--- src/rtl/alu_exec_unit.sv ---
// Execution-stage ALU: single-cycle logic/ADD ops, bit-serial shifts behind a
// start/ready/done handshake so pipeline control can stall EX during a shift.
module alu_exec_unit #(
    parameter int NB_DATA   = 32,
    parameter int NB_OP_ALU = 6,
    parameter int NB_SHAMT  = 5
) (
    input  logic                 clock,
    input  logic                 reset,
    input  logic                 start,
    input  logic [NB_OP_ALU-1:0] alu_op,
    input  logic [NB_DATA-1:0]   operand_a,
    input  logic [NB_DATA-1:0]   operand_b,
    input  logic [NB_SHAMT-1:0]  shamt,
    output logic                 ready,
    output logic                 done,
    output logic [NB_DATA-1:0]   result,
    output logic                 zero,
    output logic                 overflow,
    output logic                 illegal_op
);

    localparam logic [NB_OP_ALU-1:0] OP_SLL = NB_OP_ALU'(6'b000000);
    localparam logic [NB_OP_ALU-1:0] OP_SRL = NB_OP_ALU'(6'b000010);
    localparam logic [NB_OP_ALU-1:0] OP_SRA = NB_OP_ALU'(6'b000011);
    localparam logic [NB_OP_ALU-1:0] OP_ADD = NB_OP_ALU'(6'b100000);
    localparam logic [NB_OP_ALU-1:0] OP_AND = NB_OP_ALU'(6'b100100);
    localparam logic [NB_OP_ALU-1:0] OP_OR  = NB_OP_ALU'(6'b100101);
    localparam logic [NB_OP_ALU-1:0] OP_XOR = NB_OP_ALU'(6'b100110);
    localparam logic [NB_OP_ALU-1:0] OP_NOR = NB_OP_ALU'(6'b100111);

    localparam logic [NB_SHAMT-1:0] CNT_ZERO = NB_SHAMT'(0);
    localparam logic [NB_SHAMT-1:0] CNT_ONE  = NB_SHAMT'(1);
    localparam logic [NB_DATA-1:0]  DATA_ZERO = NB_DATA'(0);

    typedef enum logic [1:0] {
        ST_IDLE  = 2'd0,
        ST_SHIFT = 2'd1,
        ST_DONE  = 2'd2
    } state_t;

    state_t               state_r;
    logic [NB_OP_ALU-1:0] op_r;
    logic [NB_DATA-1:0]   shreg_r;
    logic [NB_SHAMT-1:0]  cnt_r;
    logic                 ready_r;
    logic                 done_r;
    logic [NB_DATA-1:0]   result_r;
    logic                 zero_r;
    logic                 overflow_r;
    logic                 illegal_r;

    logic [NB_DATA-1:0]   sum_s;
    logic [NB_DATA-1:0]   alu_res_s;
    logic                 alu_ovf_s;
    logic                 alu_ill_s;
    logic                 is_shift_s;
    logic [NB_DATA-1:0]   shift_next_s;

    // One-bit shift step; the op held in op_r selects direction and fill bit.
    function automatic logic [NB_DATA-1:0] shift_one(
        input logic [NB_DATA-1:0]   value,
        input logic [NB_OP_ALU-1:0] op
    );
        logic [NB_DATA-1:0] res;
        case (op)
            OP_SLL:  res = {value[NB_DATA-2:0], 1'b0};
            OP_SRL:  res = {1'b0, value[NB_DATA-1:1]};
            OP_SRA:  res = {value[NB_DATA-1], value[NB_DATA-1:1]};
            default: res = value;
        endcase
        return res;
    endfunction

    // Single-cycle datapath on the live inputs, used at the accept edge.
    always_comb begin
        sum_s      = operand_a + operand_b;
        alu_res_s  = DATA_ZERO;
        alu_ovf_s  = 1'b0;
        alu_ill_s  = 1'b0;
        is_shift_s = 1'b0;
        case (alu_op)
            OP_ADD: begin
                alu_res_s = sum_s;
                alu_ovf_s = (operand_a[NB_DATA-1] == operand_b[NB_DATA-1]) &&
                            (sum_s[NB_DATA-1] != operand_a[NB_DATA-1]);
            end
            OP_AND: alu_res_s = operand_a & operand_b;
            OP_OR:  alu_res_s = operand_a | operand_b;
            OP_XOR: alu_res_s = operand_a ^ operand_b;
            OP_NOR: alu_res_s = ~(operand_a | operand_b);
            OP_SLL, OP_SRL, OP_SRA: begin
                // shamt=0 completes immediately with the unshifted source
                alu_res_s  = operand_b;
                is_shift_s = 1'b1;
            end
            default: alu_ill_s = 1'b1;
        endcase
    end

    // Next value of the iterative shift register.
    always_comb begin
        shift_next_s = shift_one(shreg_r, op_r);
    end

    // Control FSM with registered handshake, result and flags.
    always_ff @(posedge clock or negedge reset) begin
        if (!reset) begin
            state_r    <= ST_IDLE;
            op_r       <= NB_OP_ALU'(0);
            shreg_r    <= DATA_ZERO;
            cnt_r      <= CNT_ZERO;
            ready_r    <= 1'b1;
            done_r     <= 1'b0;
            result_r   <= DATA_ZERO;
            zero_r     <= 1'b1;
            overflow_r <= 1'b0;
            illegal_r  <= 1'b0;
        end else begin
            case (state_r)
                ST_IDLE: begin
                    if (start) begin
                        op_r    <= alu_op;
                        ready_r <= 1'b0;
                        if (is_shift_s && (shamt != CNT_ZERO)) begin
                            shreg_r <= operand_b;
                            cnt_r   <= shamt;
                            state_r <= ST_SHIFT;
                        end else begin
                            result_r   <= alu_res_s;
                            zero_r     <= (alu_res_s == DATA_ZERO);
                            overflow_r <= alu_ovf_s;
                            illegal_r  <= alu_ill_s;
                            done_r     <= 1'b1;
                            state_r    <= ST_DONE;
                        end
                    end else begin
                        ready_r <= 1'b1;
                        done_r  <= 1'b0;
                    end
                end
                ST_SHIFT: begin
                    shreg_r <= shift_next_s;
                    if (cnt_r == CNT_ONE) begin
                        // final step: publish the result without a wrap of the counter
                        cnt_r      <= CNT_ZERO;
                        result_r   <= shift_next_s;
                        zero_r     <= (shift_next_s == DATA_ZERO);
                        overflow_r <= 1'b0;
                        illegal_r  <= 1'b0;
                        done_r     <= 1'b1;
                        state_r    <= ST_DONE;
                    end else begin
                        cnt_r <= cnt_r - CNT_ONE;
                    end
                end
                ST_DONE: begin
                    done_r  <= 1'b0;
                    ready_r <= 1'b1;
                    state_r <= ST_IDLE;
                end
                default: begin
                    done_r  <= 1'b0;
                    ready_r <= 1'b1;
                    cnt_r   <= CNT_ZERO;
                    state_r <= ST_IDLE;
                end
            endcase
        end
    end

    assign ready      = ready_r;
    assign done       = done_r;
    assign result     = result_r;
    assign zero       = zero_r;
    assign overflow   = overflow_r;
    assign illegal_op = illegal_r;

endmodule
--- config.mk ---
export PLATFORM = sky130hd
export DESIGN_NAME = alu_exec_unit
export DESIGN_NICKNAME = d
export VERILOG_FILES = /design/src/rtl/alu_exec_unit.sv
export SDC_FILE = /design/constraint.sdc
export NUM_CORES = 1
export LEC_CHECK = 0
export CAP_MARGIN = 30
export CORE_ASPECT_RATIO = 1.75
export CORE_UTILIZATION = 35
export CTS_BUF_LIST = sky130_fd_sc_hd__clkbuf_16
export DETAILED_ROUTE_END_ITERATION = 7
export PLACE_DENSITY_LB_ADDON = 0.05
export SLEW_MARGIN = 10
export SYNTH_ARGS = -nofsm -noshare
export SYNTH_HDL_FRONTEND = slang
export SYNTH_SLANG_ARGS = --single-unit
--- constraint.sdc ---
create_clock -name clock -period 2.55 [get_ports clock]
set_input_delay 0.3825 -clock clock [delete_from_list [all_inputs] [get_ports clock]]
set_output_delay 0.3825 -clock clock [all_outputs]
set_load 0.01 [all_outputs]
Word level (Yosys, flattened, before mapping)

Index checks and enable logic that the tools add are counted.

Shift operators: 0
Add/sub/neg operators: 2
Reduce and logical (&&, ||, !) cells: 17
Div/mod/pow operators: 0
Equality and inequality tests: 19
Order comparisons: 0
Mux-type cells: 37
Multipliers: 0
Bitwise operators: 5

Operators with widths:

| kind               | count |
|---|---|
| $pmux 32 s6        | 1 |
| $mux 32            | 5 |
| $pmux 32 s2        | 2 |
| $pmux 32 s3        | 1 |
| $logic_not 32->1   | 2 |
| $add 32x32->32     | 1 |
| $and 32x32->32     | 1 |
| $not 32->32        | 1 |
| $or 32x32->32      | 1 |
| $xor 32x32->32     | 1 |
| $eq 6x6->1 const B | 5 |
| $eq 6x2->1 const B | 4 |
| $mux 1             | 15 |
| $mux 5             | 3 |
| $pmux 5 s3         | 1 |
| $logic_not 6->1    | 2 |
| $pmux 1 s2         | 5 |
| $ne 2x2->1 const B | 4 |
| $reduce_or 8->1    | 1 |
| $mux 2             | 3 |
| $reduce_and 2->1   | 3 |
| $reduce_and 3->1   | 2 |
| $eq 5x1->1 const B | 1 |
| $reduce_bool 5->1  | 1 |
| 13 further kinds   | 14 |

Output and inout port bits: 37
Memories kept: 0
Register bits after elaboration: 82
Latch bits: 0
Memory bits (writable): 0
Word-level logic and storage cells: 90
ROM bits: 0

Longest topological paths before layout

Gate-level depths: netlist of the first run.

Word-level depth: 7
Gate-level depth with buffers: 13
Mapped depth without buffers: 13

Worst setup path after synthesis of the first run

No wires, ideal clock.

Kind: input -> register
Start: input port operand_a[0]
End: register zero_r, in the netlist zero
Data arrival time: 2.698 ns
Buffers on the path: 0
Setup slack: -0.220 ns
Stages on the path: 13
Cells stage by stage: ha_1 > inv_1 > fa_1 > nand2b_1 > a21oi_1 > o21a_1 > a21o_1 > o21ai_0 > a211o_1 > nor4_1 > and4b_1 > nand4_1 > o21ai_1

Word-level cells in the longest chain between the ends: 7
Elaborated cells between the ends (all ways): 10

RTL lines:

| element                                                                | line | text |
|---|---|---|
| start: declaration                                                     | 12   | `input logic [NB_DATA-1:0] operand_a,` |
| parallel branches: the longest is 2 deep, another holds $add 32x32->32 | n/a  |  |
| $pmux 32 s6 (*)                                                        | 82   | `case (alu_op)` |
| $logic_not 32->1 (*)                                                   | 131  | `zero_r <= (alu_res_s == DATA_ZERO);` |
| $mux 1 (*)                                                             | 125  | `if (is_shift_s && (shamt != CNT_ZERO)) begin` |
| $mux 1 (*)                                                             | 122  | `if (start) begin` |
| $pmux 1 s2 (*)                                                         | 120  | `case (state_r)` |
| end signal: assignment                                                 | 131  |  |
| end signal: assignment                                                 | 148  | `zero_r <= (shift_next_s == DATA_ZERO);` |
| end: declaration                                                       | 49   | `logic zero_r;` |

Every way passes the cells marked *. The select of a mux whose other input is x is not followed.
A chain may end at the register's enable or synchronous reset.

Final worst setup path of the first run

Start: input port operand_b[6]
End: register zero_r, in the netlist zero

Word-level cells in the longest chain between the ends: 7
Elaborated cells between the ends (all ways): 10

RTL lines:

| element                                                                | line | text |
|---|---|---|
| start: declaration                                                     | 13   | `input logic [NB_DATA-1:0] operand_b,` |
| parallel branches: the longest is 2 deep, another holds $add 32x32->32 | n/a  |  |
| $pmux 32 s6 (*)                                                        | 82   |  |
| $logic_not 32->1 (*)                                                   | 131  |  |
| $mux 1 (*)                                                             | 125  |  |
| $mux 1 (*)                                                             | 122  |  |
| $pmux 1 s2 (*)                                                         | 120  |  |

Marked as above.

==> results of run 1 <==
flip-flops by register name, indices dropped and copies added, names as in the netlist:
name	cells
zero	1
op_r	6
result	32
shreg_r	32
illegal_op	1
done	1
overflow	1
ready	1
state_r	2
cnt_r	5
critical path: cells and delay by family:
kind	cells	cell delay (ns)
adders and majority gates	1	0.28
buffers and inverters	5	0.58
AOI/OAI and AO/OA	6	1.00
and+or+nand+nor	4	0.79
area by class of cell:
class | count | area, um2
timing repair buffer | 481 | 4230
tap | 300 | 375
fill | 2034 | 8580
sequential | 82 | 2050
inverter | 81 | 322
multi-input combinational | 861 | 6980
clock buffer | 9 | 225
clock inverter | 6 | 60.1
timing repair:
item,in CTS,in global routing
setup buffers,51,25
hold buffers,1,0
cloned,1,2
endpoints found under the hold margin,13,0
setup endpoints to repair,25,52
pin swaps,109,92
gates resized for setup,396,108
metal layers:
metal / GRT usage / vias to the layer above / share of wire / wire length (um)
li1: - / 4843 / - / -
met1: 0.341 / 4855 / 0.38 / 13700
met2: 0.549 / 389 / 0.53 / 19100
met3: 0.0209 / 93 / 0.049 / 1760
met4: 0.139 / 0 / 0.049 / 1780
met5: 0 / - / 0 / 0
metrics by stage:
step,worst slack (ns),hold slack (ns)
2_1_floorplan,-0.0675,0.0869
3_3_place_gp,-1.08,0.251
3_5_place_dp,-1.15,0.250
4_1_cts,-0.200,0.385
5_1_grt,-0.315,0.395
6_report,-0.229,0.401
path summary, 6_finish.rpt:
kind | start | to | slack (ns) | depth (start not counted)
worst max-delay path | operand_b[6] | zero | -0.23 | 16
worst min-delay path | operand_b[0] | shreg_r[0] | 0.40 | 4
worst max register to register | op_r[5] | zero | -0.09 | 12
worst min register to register | illegal_op | illegal_op | 0.47 | 2
max in group asynchronous | reset | zero | 1.45 | 3
min in group asynchronous | reset | op_r[2] | 0.44 | 2
cell usage in the layout, fill, tap and decap left out, types with 17 or more instances in the layout:
master,instances
clkdlybuf4s50_1,56
buf_6,51
dlygate4sd2_1,19
o21ai_0,48
dfrtp_1,80
ha_4,37
ha_1,20
nor2_1,71
o21ai_2,19
a22oi_1,33
nand2_1,177
a21oi_1,68
o211ai_1,21
buf_4,312
inv_2,37
a32oi_1,23
nand3_1,21
a21oi_2,17
inv_1,39
cells by family after synthesis:
kind of cell	synth area share
XOR/XNOR	0.0117
adder cells (fa/ha/maj)	0.103
AND/OR/NAND/NOR	0.220
AO/OA/AOI/OAI	0.309
buffers and inverters	0.0796
multiplexers	0.0265
flip-flops	0.250
where the power goes:
group          switching, W  total, W  leakage (nW)  internal [W]
Sequential         0.000443   0.00220          1.01       0.00175
Combinational       0.00193   0.00400          5.29       0.00208
Clock              0.000518   0.00126         0.132      0.000746
Total               0.00289   0.00746          6.43       0.00457
==> impl_metrics.toml, run 1 <==
[synth]
yosys_warnings = 0
syn_avg_cell_area_um2 = 7.47
yosysSeqAreaShare = 0.250
postSynthCellCount = 1099
ys_seq_elements = 82
synth_edf_count = 0
postSynth.asyncResetShare = 1.00
netlist_top_cells_count = "nand2_1, a21oi_1, dfrtp_1, inv_1, nor2_1"
yosys.area.top_type_share = 0.244
synthTopCellsByArea = "dfrtp_1, ha_1, nand2_1"
netlist_area_um2 = 8200
synth_most_common_cell = "nand2_1"
yosysTopAreaCell = "dfrtp_1"
synth_ff_type = "dfrtp_1"
synth_cell_types = 84
syn_nets = 1244

[critical_path]
crit_path_end_kind = "register"
crit_type = "primary input to register"
path_cells = "buf_8, inv_4, ha_4, o211ai_4, buf_6, nor4_4, buf_4, o21ai_4, a211oi_4, nor2_4, o31ai_4, buf_4, o31ai_4, nor4_4, nand4_1, o21ai_1"
cp.required_ns = 2.81
slowest_delay_ns = 0.38
critical_path_arrival_ns = 3.04
worstPathMaxFanout = 3
startpoint_type = "primary input"
cp_slowest_cell = "a211oi_4"

[global_route]
grt_usage = 0.295
grt_max_degree = 70
grt.overflow.total = 0
grt_pass1_vias = 10175
antenna_found_initial = 0
grt_pass1_wl_um = 55400

[final_layout]
drive_gt1_frac = 0.434
final_util = 0.624
num_antenna_cells = 0
design_area_um2 = 14300
fin_cells = 1820
nNetsFinal = 1661
syn_to_final_growth_pct = 73.7

[clock_tree]
htree_levels = 3
clk_pin_slew_worst_paths_ns = 0.06
clk_path_buf_depth = 2
cts-buffers-inserted = 9
cts_tree = "built"
cts_sinks = 82
root_buffer = "clkbuf_16"
clock_latency_ns = 0.34

[timing]
min_period_ns = 2.78
timing.fmax_mhz = 360
setup_viol = 8
fin_crit_sh = 1.09
max_slew_margin = 0.511
maxSlewViolCount = 0
rsz0062_at_grt = "true"
hold_viol_final = 0
tightest_slew_ns = 0.733
finClkSkew_ns = 0.00592
tns_ns = -1.14
setup_ws_ns = -0.229

[worst_hold_path]
hp-class = "primary input to register"

[placement]
place_congestion = 0.901
port_buffers = 114
placed_area_um2 = 11800
dp_cells = 1731
hpwl_um = 27200

[drt]
drc = 0
viasPerCell = 5.59
drt_iter0_drc = 572
ant_nets = 0
wl_per_cell_um = 19.9
dr.pass1.iters = 5
routed_wl_um = 36300
vias = 10180

[floorplanning]
die_area_um2 = 24100
die_y_um = 205
ioPinCount = 115
core.rowCount = 73
core_um2 = 22800
die_w_um = 118
initial_core_util = 0.359

[power_and_ir_drop]
irDropWorstVdd_v = 0.000288
leakagePower_nw = 6.43
power_density_nw_per_um2 = 524
power_w = 0.00746

[flow_run]
maxCapViolCount = 0

[run_status]
status = "finished with violations"
violations = "setup timing"
Note: power is estimated with default switching activity, not from simulation.
==> run 2, diff against run 1 <==
- HOLD_SLACK_MARGIN: unset -> 0.05
==> results of run 2 <==
Same layout as run 1: the final DEF is identical, and so are final timing and power.
